`src/rtl/mac_mul_seq_if.sv`:
```
// Operand, row-multiplier and product bundle for the sequential MAC multiplier.
// The slave modport is the sequencer's view; the master modport is its environment.
interface mac_mul_seq_if;
  localparam int unsigned CONF_W = 3;
  localparam int unsigned MIN_W  = 8;
  localparam int unsigned INT_W  = 5 * MIN_W;
  localparam int unsigned ACC_W  = 8 * MIN_W;
  localparam int unsigned OPD_W  = 4 * MIN_W;

  logic              in_valid;
  logic              in_ready;
  logic [OPD_W-1:0]  in_a;
  logic [OPD_W-1:0]  in_b;
  logic [CONF_W-1:0] in_cfg;

  logic [MIN_W-1:0]  row_a0;
  logic [MIN_W-1:0]  row_a1;
  logic [MIN_W-1:0]  row_a2;
  logic [MIN_W-1:0]  row_a3;
  logic [MIN_W-1:0]  row_b0;
  logic [CONF_W-1:0] row_cfg;
  logic [INT_W-1:0]  row_c;

  logic              out_valid;
  logic              out_ready;
  logic [ACC_W-1:0]  out_p;
  logic [CONF_W-1:0] out_cfg;

  modport slave (
    input  in_valid, in_a, in_b, in_cfg, row_c, out_ready,
    output in_ready, row_a0, row_a1, row_a2, row_a3, row_b0, row_cfg,
           out_valid, out_p, out_cfg
  );

  modport master (
    output in_valid, in_a, in_b, in_cfg, row_c, out_ready,
    input  in_ready, row_a0, row_a1, row_a2, row_a3, row_b0, row_cfg,
           out_valid, out_p, out_cfg
  );
endinterface

```
`src/rtl/mac_mul_seq.sv`:
```
// Multi-cycle initiator for the single-row MAC multiplier: feeds one B slice per
// cycle, shift-accumulates the returned row products and hands back the product.
module mac_mul_seq (
  input  logic          clk,
  input  logic          rst_n,
  mac_mul_seq_if.slave  bus
);
  localparam int unsigned CONF_W = 3;
  localparam int unsigned MIN_W  = 8;
  localparam int unsigned ACC_W  = 8 * MIN_W;
  localparam int unsigned OPD_W  = 4 * MIN_W;

  localparam logic [1:0] S_IDLE = 2'd0;
  localparam logic [1:0] S_RUN  = 2'd1;
  localparam logic [1:0] S_DONE = 2'd2;

  logic [1:0]        r_state;
  logic [1:0]        w_state_nxt;
  logic [OPD_W-1:0]  r_b;
  logic [CONF_W-1:0] r_cfg;
  logic [1:0]        r_last;
  logic [1:0]        r_idx;
  logic [ACC_W-1:0]  r_acc;
  logic              r_in_ready;
  logic              r_out_valid;
  logic [OPD_W-1:0]  r_row_a;
  logic [MIN_W-1:0]  r_row_b0;
  logic [CONF_W-1:0] r_row_cfg;

  logic              w_accept;
  logic              w_out_fire;
  logic              w_run_last;
  logic [CONF_W-1:0] w_cfg_norm;
  logic [1:0]        w_last;
  logic [OPD_W-1:0]  w_mask;
  logic [1:0]        w_idx_nxt;
  logic [MIN_W-1:0]  w_b_slice;
  logic [ACC_W-1:0]  w_row_term;

  assign w_accept   = bus.in_valid & r_in_ready;
  assign w_out_fire = r_out_valid & bus.out_ready;
  assign w_run_last = (r_idx == r_last);
  assign w_idx_nxt  = r_idx + 2'd1;
  assign w_b_slice  = r_b[32'(w_idx_nxt) * MIN_W +: MIN_W];
  assign w_row_term = ACC_W'(bus.row_c) << (32'(r_idx) * MIN_W);

  // Unknown config codes fall back to single width; mask keeps only active slices.
  always_comb begin
    w_cfg_norm = CONF_W'(0);
    w_last     = 2'd0;
    w_mask     = OPD_W'(8'hFF);
    case (bus.in_cfg)
      3'b001: begin
        w_cfg_norm = 3'b001;
        w_last     = 2'd1;
        w_mask     = OPD_W'(16'hFFFF);
      end
      3'b010: begin
        w_cfg_norm = 3'b010;
        w_last     = 2'd3;
        w_mask     = '1;
      end
      default: ;
    endcase
  end

  always_ff @(posedge clk or negedge rst_n) begin
    if (!rst_n) r_state <= S_IDLE;
    else        r_state <= w_state_nxt;
  end

  always_comb begin
    w_state_nxt = r_state;
    case (r_state)
      S_IDLE:  if (w_accept)   w_state_nxt = S_RUN;
      S_RUN:   if (w_run_last) w_state_nxt = S_DONE;
      S_DONE:  if (w_out_fire) w_state_nxt = S_IDLE;
      default: w_state_nxt = S_IDLE;
    endcase
  end

  // Row outputs are loaded one edge ahead so each RUN cycle presents slice[idx].
  always_ff @(posedge clk or negedge rst_n) begin
    if (!rst_n) begin
      r_b         <= '0;
      r_cfg       <= '0;
      r_last      <= '0;
      r_idx       <= '0;
      r_acc       <= '0;
      r_in_ready  <= 1'b1;
      r_out_valid <= 1'b0;
      r_row_a     <= '0;
      r_row_b0    <= '0;
      r_row_cfg   <= '0;
    end else begin
      case (r_state)
        S_IDLE: begin
          if (w_accept) begin
            r_b        <= bus.in_b & w_mask;
            r_cfg      <= w_cfg_norm;
            r_last     <= w_last;
            r_idx      <= '0;
            r_acc      <= '0;
            r_in_ready <= 1'b0;
            r_row_a    <= bus.in_a & w_mask;
            r_row_b0   <= bus.in_b[MIN_W-1:0];
            r_row_cfg  <= w_cfg_norm;
          end
        end
        S_RUN: begin
          r_acc <= r_acc + w_row_term;
          r_idx <= w_idx_nxt;
          if (w_run_last) begin
            r_row_a     <= '0;
            r_row_b0    <= '0;
            r_row_cfg   <= '0;
            r_out_valid <= 1'b1;
          end else begin
            r_row_b0 <= w_b_slice;
          end
        end
        S_DONE: begin
          if (w_out_fire) begin
            r_out_valid <= 1'b0;
            r_in_ready  <= 1'b1;
          end
        end
        default: ;
      endcase
    end
  end

  assign bus.in_ready  = r_in_ready;
  assign bus.out_valid = r_out_valid;
  assign bus.out_p     = r_acc;
  assign bus.out_cfg   = r_cfg;
  assign bus.row_a0    = r_row_a[MIN_W-1:0];
  assign bus.row_a1    = r_row_a[2*MIN_W-1:MIN_W];
  assign bus.row_a2    = r_row_a[3*MIN_W-1:2*MIN_W];
  assign bus.row_a3    = r_row_a[4*MIN_W-1:3*MIN_W];
  assign bus.row_b0    = r_row_b0;
  assign bus.row_cfg   = r_row_cfg;
endmodule

```
`src/flat_wrapper.sv`:
```
// flat-port wrapper written by rule: the top's interface ports become plain ports
module mac_mul_seq_flat 
  (clk, rst_n, bus_in_valid, bus_in_a, bus_in_b, bus_in_cfg, bus_row_c, bus_out_ready, bus_in_ready, bus_row_a0, bus_row_a1, bus_row_a2, bus_row_a3, bus_row_b0, bus_row_cfg, bus_out_valid, bus_out_p, bus_out_cfg);
  mac_mul_seq_if bus_i ();
  input  logic clk;
  input  logic rst_n;
  input wire logic [$bits(bus_i.in_valid)-1:0] bus_in_valid;
  input wire logic [$bits(bus_i.in_a)-1:0] bus_in_a;
  input wire logic [$bits(bus_i.in_b)-1:0] bus_in_b;
  input wire logic [$bits(bus_i.in_cfg)-1:0] bus_in_cfg;
  input wire logic [$bits(bus_i.row_c)-1:0] bus_row_c;
  input wire logic [$bits(bus_i.out_ready)-1:0] bus_out_ready;
  output wire logic [$bits(bus_i.in_ready)-1:0] bus_in_ready;
  output wire logic [$bits(bus_i.row_a0)-1:0] bus_row_a0;
  output wire logic [$bits(bus_i.row_a1)-1:0] bus_row_a1;
  output wire logic [$bits(bus_i.row_a2)-1:0] bus_row_a2;
  output wire logic [$bits(bus_i.row_a3)-1:0] bus_row_a3;
  output wire logic [$bits(bus_i.row_b0)-1:0] bus_row_b0;
  output wire logic [$bits(bus_i.row_cfg)-1:0] bus_row_cfg;
  output wire logic [$bits(bus_i.out_valid)-1:0] bus_out_valid;
  output wire logic [$bits(bus_i.out_p)-1:0] bus_out_p;
  output wire logic [$bits(bus_i.out_cfg)-1:0] bus_out_cfg;
  assign bus_i.in_valid = bus_in_valid;
  assign bus_i.in_a = bus_in_a;
  assign bus_i.in_b = bus_in_b;
  assign bus_i.in_cfg = bus_in_cfg;
  assign bus_i.row_c = bus_row_c;
  assign bus_i.out_ready = bus_out_ready;
  assign bus_in_ready = bus_i.in_ready;
  assign bus_row_a0 = bus_i.row_a0;
  assign bus_row_a1 = bus_i.row_a1;
  assign bus_row_a2 = bus_i.row_a2;
  assign bus_row_a3 = bus_i.row_a3;
  assign bus_row_b0 = bus_i.row_b0;
  assign bus_row_cfg = bus_i.row_cfg;
  assign bus_out_valid = bus_i.out_valid;
  assign bus_out_p = bus_i.out_p;
  assign bus_out_cfg = bus_i.out_cfg;
  mac_mul_seq u_core (.clk(clk), .rst_n(rst_n), .bus(bus_i));
endmodule
```
`config.mk`:
```
export PLATFORM = sky130hd
export DESIGN_NAME = mac_mul_seq_flat
export DESIGN_NICKNAME = d
export VERILOG_FILES = /design/src/rtl/mac_mul_seq_if.sv /design/src/rtl/mac_mul_seq.sv /design/src/flat_wrapper.sv
export SDC_FILE = /design/constraint.sdc
export NUM_CORES = 1
export LEC_CHECK = 0
export ABC_AREA = 0
export CAP_MARGIN = 20
export CELL_PAD_IN_SITES_DETAIL_PLACEMENT = 1
export CELL_PAD_IN_SITES_GLOBAL_PLACEMENT = 2
export CORE_MARGIN = 4
export CORE_UTILIZATION = 31
export CTS_CLUSTER_DIAMETER = 200
export CTS_CLUSTER_SIZE = 40
export DETAILED_ROUTE_END_ITERATION = 6
export GPL_TIMING_DRIVEN = 0
export PLACE_DENSITY_LB_ADDON = 0.1
export REMOVE_ABC_BUFFERS = 1
export SYNTH_ARGS = -nofsm -noshare
export SYNTH_HDL_FRONTEND = slang
export SYNTH_SLANG_ARGS = --single-unit
```
`constraint.sdc`:
```
create_clock -name clk -period 5.35 [get_ports clk]
set_input_delay 1.07 -clock clk [delete_from_list [all_inputs] [get_ports clk]]
set_output_delay 1.07 -clock clk [all_outputs]
set_load 0.03 [all_outputs]
```
==> run_results.csv, run 1 <==
group,metric,value,unit
drt,ant_nets,0,
finish,layout-drive-gt1-share,0.07202,
drt,drc,0,
finish,num_antenna_cells,0,
sta,finClkSkew,7.773,ps
setup_path,slowest_stage,"dfrtp_4",
outcome,run_status,"finished clean",
floorplanning,coreArea,31880,um^2
clocking,htree_levels,4,
global_routing,gr-total-overflow,0,
sta,tns,0,ps
setup_path,cpLargestDelayFamily,"compound AO/OA/AOI/OAI gates",
hold_path,hp-class,"reg2reg",
logic_synthesis,synth-seq-area-share,0.3643,
finish,fin_nets,1495,
clocking,clkLatencyLatePin,440,ps
global_routing,grt.total_usage,0.2081,
power_and_ir_drop,p_total,2851,uW
placement,io_buffers,220,
drt,wl_met2,17.84,mm
clocking,numCtsBuffers,17,
clocking,ctsLongestPathBuffers,2,
logic_synthesis,synth_ff_type,"dfrtp_1",
placement,place_ws,-249.9,ps
floorplanning,io_pins,223,
logic_synthesis,synth_commonest_cells,"146 x dfrtp_1, 144 x nand2_1, 117 x o21ai_0",
drt,drtIter0Drc,374,
drt,post_drt_wl_per_cell,20.94,um
global_routing,grt_pass1_vias,9805,
setup_path,required,5690,ps
logic_synthesis,synthCells,1135,
placement,gp_congestion,0.8300,
setup_path,end_kind,"flop",
drt,wirelength,37.01,mm
floorplanning,start_util,0.3169,
logic_synthesis,synth_most_common_cell,"dfrtp_1",
power_and_ir_drop,vdd_ir_drop_max,237.6,uV
logic_synthesis,ys_seq_elements,147,
sta,maxSlewHeadroom,0.4191,
power_and_ir_drop,leakage,0.006089,uW
flow_run,cap_violations,0,
logic_synthesis,yosysTopAreaCellShare,0.3617,
sta,hold_viol,0,
floorplanning,die_h,188.5,um
setup_path,cp-start-kind,"flop",
setup_path,cp_num_buf_inv,2,
logic_synthesis,synth.avg_cell_area,8.901,um^2
clocking,cts_tree,"yes",
setup_path,worstPathMaxFanout,67,
setup_path,path_class,"reg2reg",
drt,met1Wirelength,17.03,mm
drt,viasPerCell,5.220,
clocking,cts_root_buf,"clkbuf_16",
sta,worst_slack,369.0,ps
logic_synthesis,ys_warn_count,0,
sta,rsz0062_at_grt,"no",
floorplanning,die_area,35540,um^2
sta,tightest_slew,864.7,ps
drt,wl_met3,1.766,mm
setup_path,arrival,5320,ps
drt,vias,9229,
clocking,cts-hold-fix-buffers,0,
sta,finalSetupViolCount,0,
sta,period_needed,4981,ps
logic_synthesis,synth_edf_count,0,
finish,layoutNonFillerInstCount,1768,
logic_synthesis,syn_area,10100,um^2
sta,holdWs,478.7,ps
floorplanning,die_w,188.5,um
clocking,cts.clk_slew.worst_paths,70,ps
logic_synthesis,ys_async_sr_fraction,1.000,
global_routing,grt_max_degree,96,
placement,dpl.cell_count,1735,
sta,slew_viol_final,0,
logic_synthesis,yosysTopAreaCell,"dfrtp_1",
logic_synthesis,synth_area_leaders,"dfrtp_1 36%, ha_1 7.8%, o21ai_0 5.8%",
power_and_ir_drop,p_per_area,210.8,nW/um^2
setup_path,path_cells,"buf_16 -> nor2_1 -> and2_1 -> ha_1 -> inv_1 -> fa_1 -> and2b_1 -> o2111ai_1 -> a211o_1 -> a2111o_1 -> a21oi_2 -> and3_1 -> o21ai_1 -> a21oi_2 -> o2111a_1 -> nor4_1 -> o31ai_1",
sta,fmax,200.8,MHz
logic_synthesis,synth.distinct_cells,69,
sta,post-route-period-util,0.9310,
setup_path,slowest_delay,600,ps
finish,syn_to_final_growth,33.91,%
floorplanning,rows,65,
placement,post-dp-hpwl,28.40,mm
setup_path,cp_common_cell,"a21oi_2",
global_routing,antenna_found_initial,0,
clocking,cts.sinks,147,
global_routing,grt_first_pass_wirelength,57.89,mm
drt,first_pass_iters,4,
drt,highest_layer,"met4",
## worst min-delay path: stages (launching register included)
cell and delay [ps]:
dfrtp_1 340, nand2_1 50, nand2_1 50
## power breakdown
part,switching (uW),total (uW),internal [uW]
clock network,549,1260,709
logic,254,457,203
registers,13.0,1140,1120
total,816,2850,2040
## per-layer routing
metal / GRT usage / up-vias
met4: 0.04148 / 0
met5: 0 / -
met1: 0.2746 / 4550
met3: 0.04780 / 24
met2: 0.3524 / 162
li1: - / 4493
## cells in the final DEF, fill, tap and decap left out, types with 34 or more instances in the layout
master           count
clkdlybuf4s50_1    219
nand2_1            144
dfrtp_1            144
o21ai_0            117
a21oi_1             90
ha_1                63
a22o_1              57
nand3_1             52
mux2i_1             41
xnor2_1             41
nor2_1              36
a21o_1              34
## flip-flops by register name (all words and copies together) (netlist names), 2 cells and up
name                cells
u_core.bus.out_cfg      2
u_core.bus.out_p       64
u_core.bus.row_b0       8
u_core.bus.row_cfg      2
u_core.r_b             32
u_core.r_idx            2
u_core.r_row_a         32
u_core.r_state          2
## per-stage QoR
stage	area (um^2)	utilization
5_1_grt	13530	0.4243
4_1_cts	13500	0.4234
6_report	13530	0.4243
3_3_place_gp	12550	0.3936
3_5_place_dp	12910	0.4049
2_1_floorplan	9803	-
## what timing repair did
| item | 4_1_cts | 5_1_grt |
|---|---|---|
| gates resized for setup | 0 | 2 |
| buffers inserted | 0 | 1 |
| endpoints found under the setup margin | 0 | 3 |
## layout make-up
class | count | area (um^2)
multi-input cells | 892 | 6091
flip-flops and latches | 147 | 3687
clock buffers | 20 | 446.7
clock inverters | 12 | 142.6
inverters | 21 | 78.83
repair buffers | 241 | 2537
well taps | 435 | 544.3
fillers | 3668 | 18350
## cell families (layout without fill, tap and decap cells)
logic type / Yosys count / in the layout / share of synthesized area
buf+inv: 97 / 294 / 0.03778
flops: 147 / 147 / 0.3643
compound gates: 384 / 384 / 0.2459
mux: 57 / 57 / 0.06738
fa+ha+maj: 64 / 64 / 0.08001
xor+xnor: 61 / 61 / 0.05289
simple gates: 324 / 324 / 0.1515
other cells: 1 / 2 / 0.0003712
## path summary, 6_finish.rpt
path	start	endpoint	slack, ps	cells past startpoint
min	u_core.r_b[0]	u_core.r_b[0]	480	2
max in group asynchronous	rst_n	u_core.bus.row_b0[4]	3950	2
min reg2reg	u_core.r_b[0]	u_core.r_b[0]	480	2
max	u_core.r_idx[0]	u_core.bus.out_p[62]	370	17
min in group asynchronous	rst_n	u_core.bus.out_p[9]	520	1
max reg2reg	u_core.r_idx[0]	u_core.bus.out_p[62]	370	17
(Power assumes the default switching activity.)
==> inputs of run 2 (changes only) <==
SKIP_LAST_GASP = 1   (was default)
==> results of run 2 <==
Final layout, timing and power as in run 1 (identical DEF).
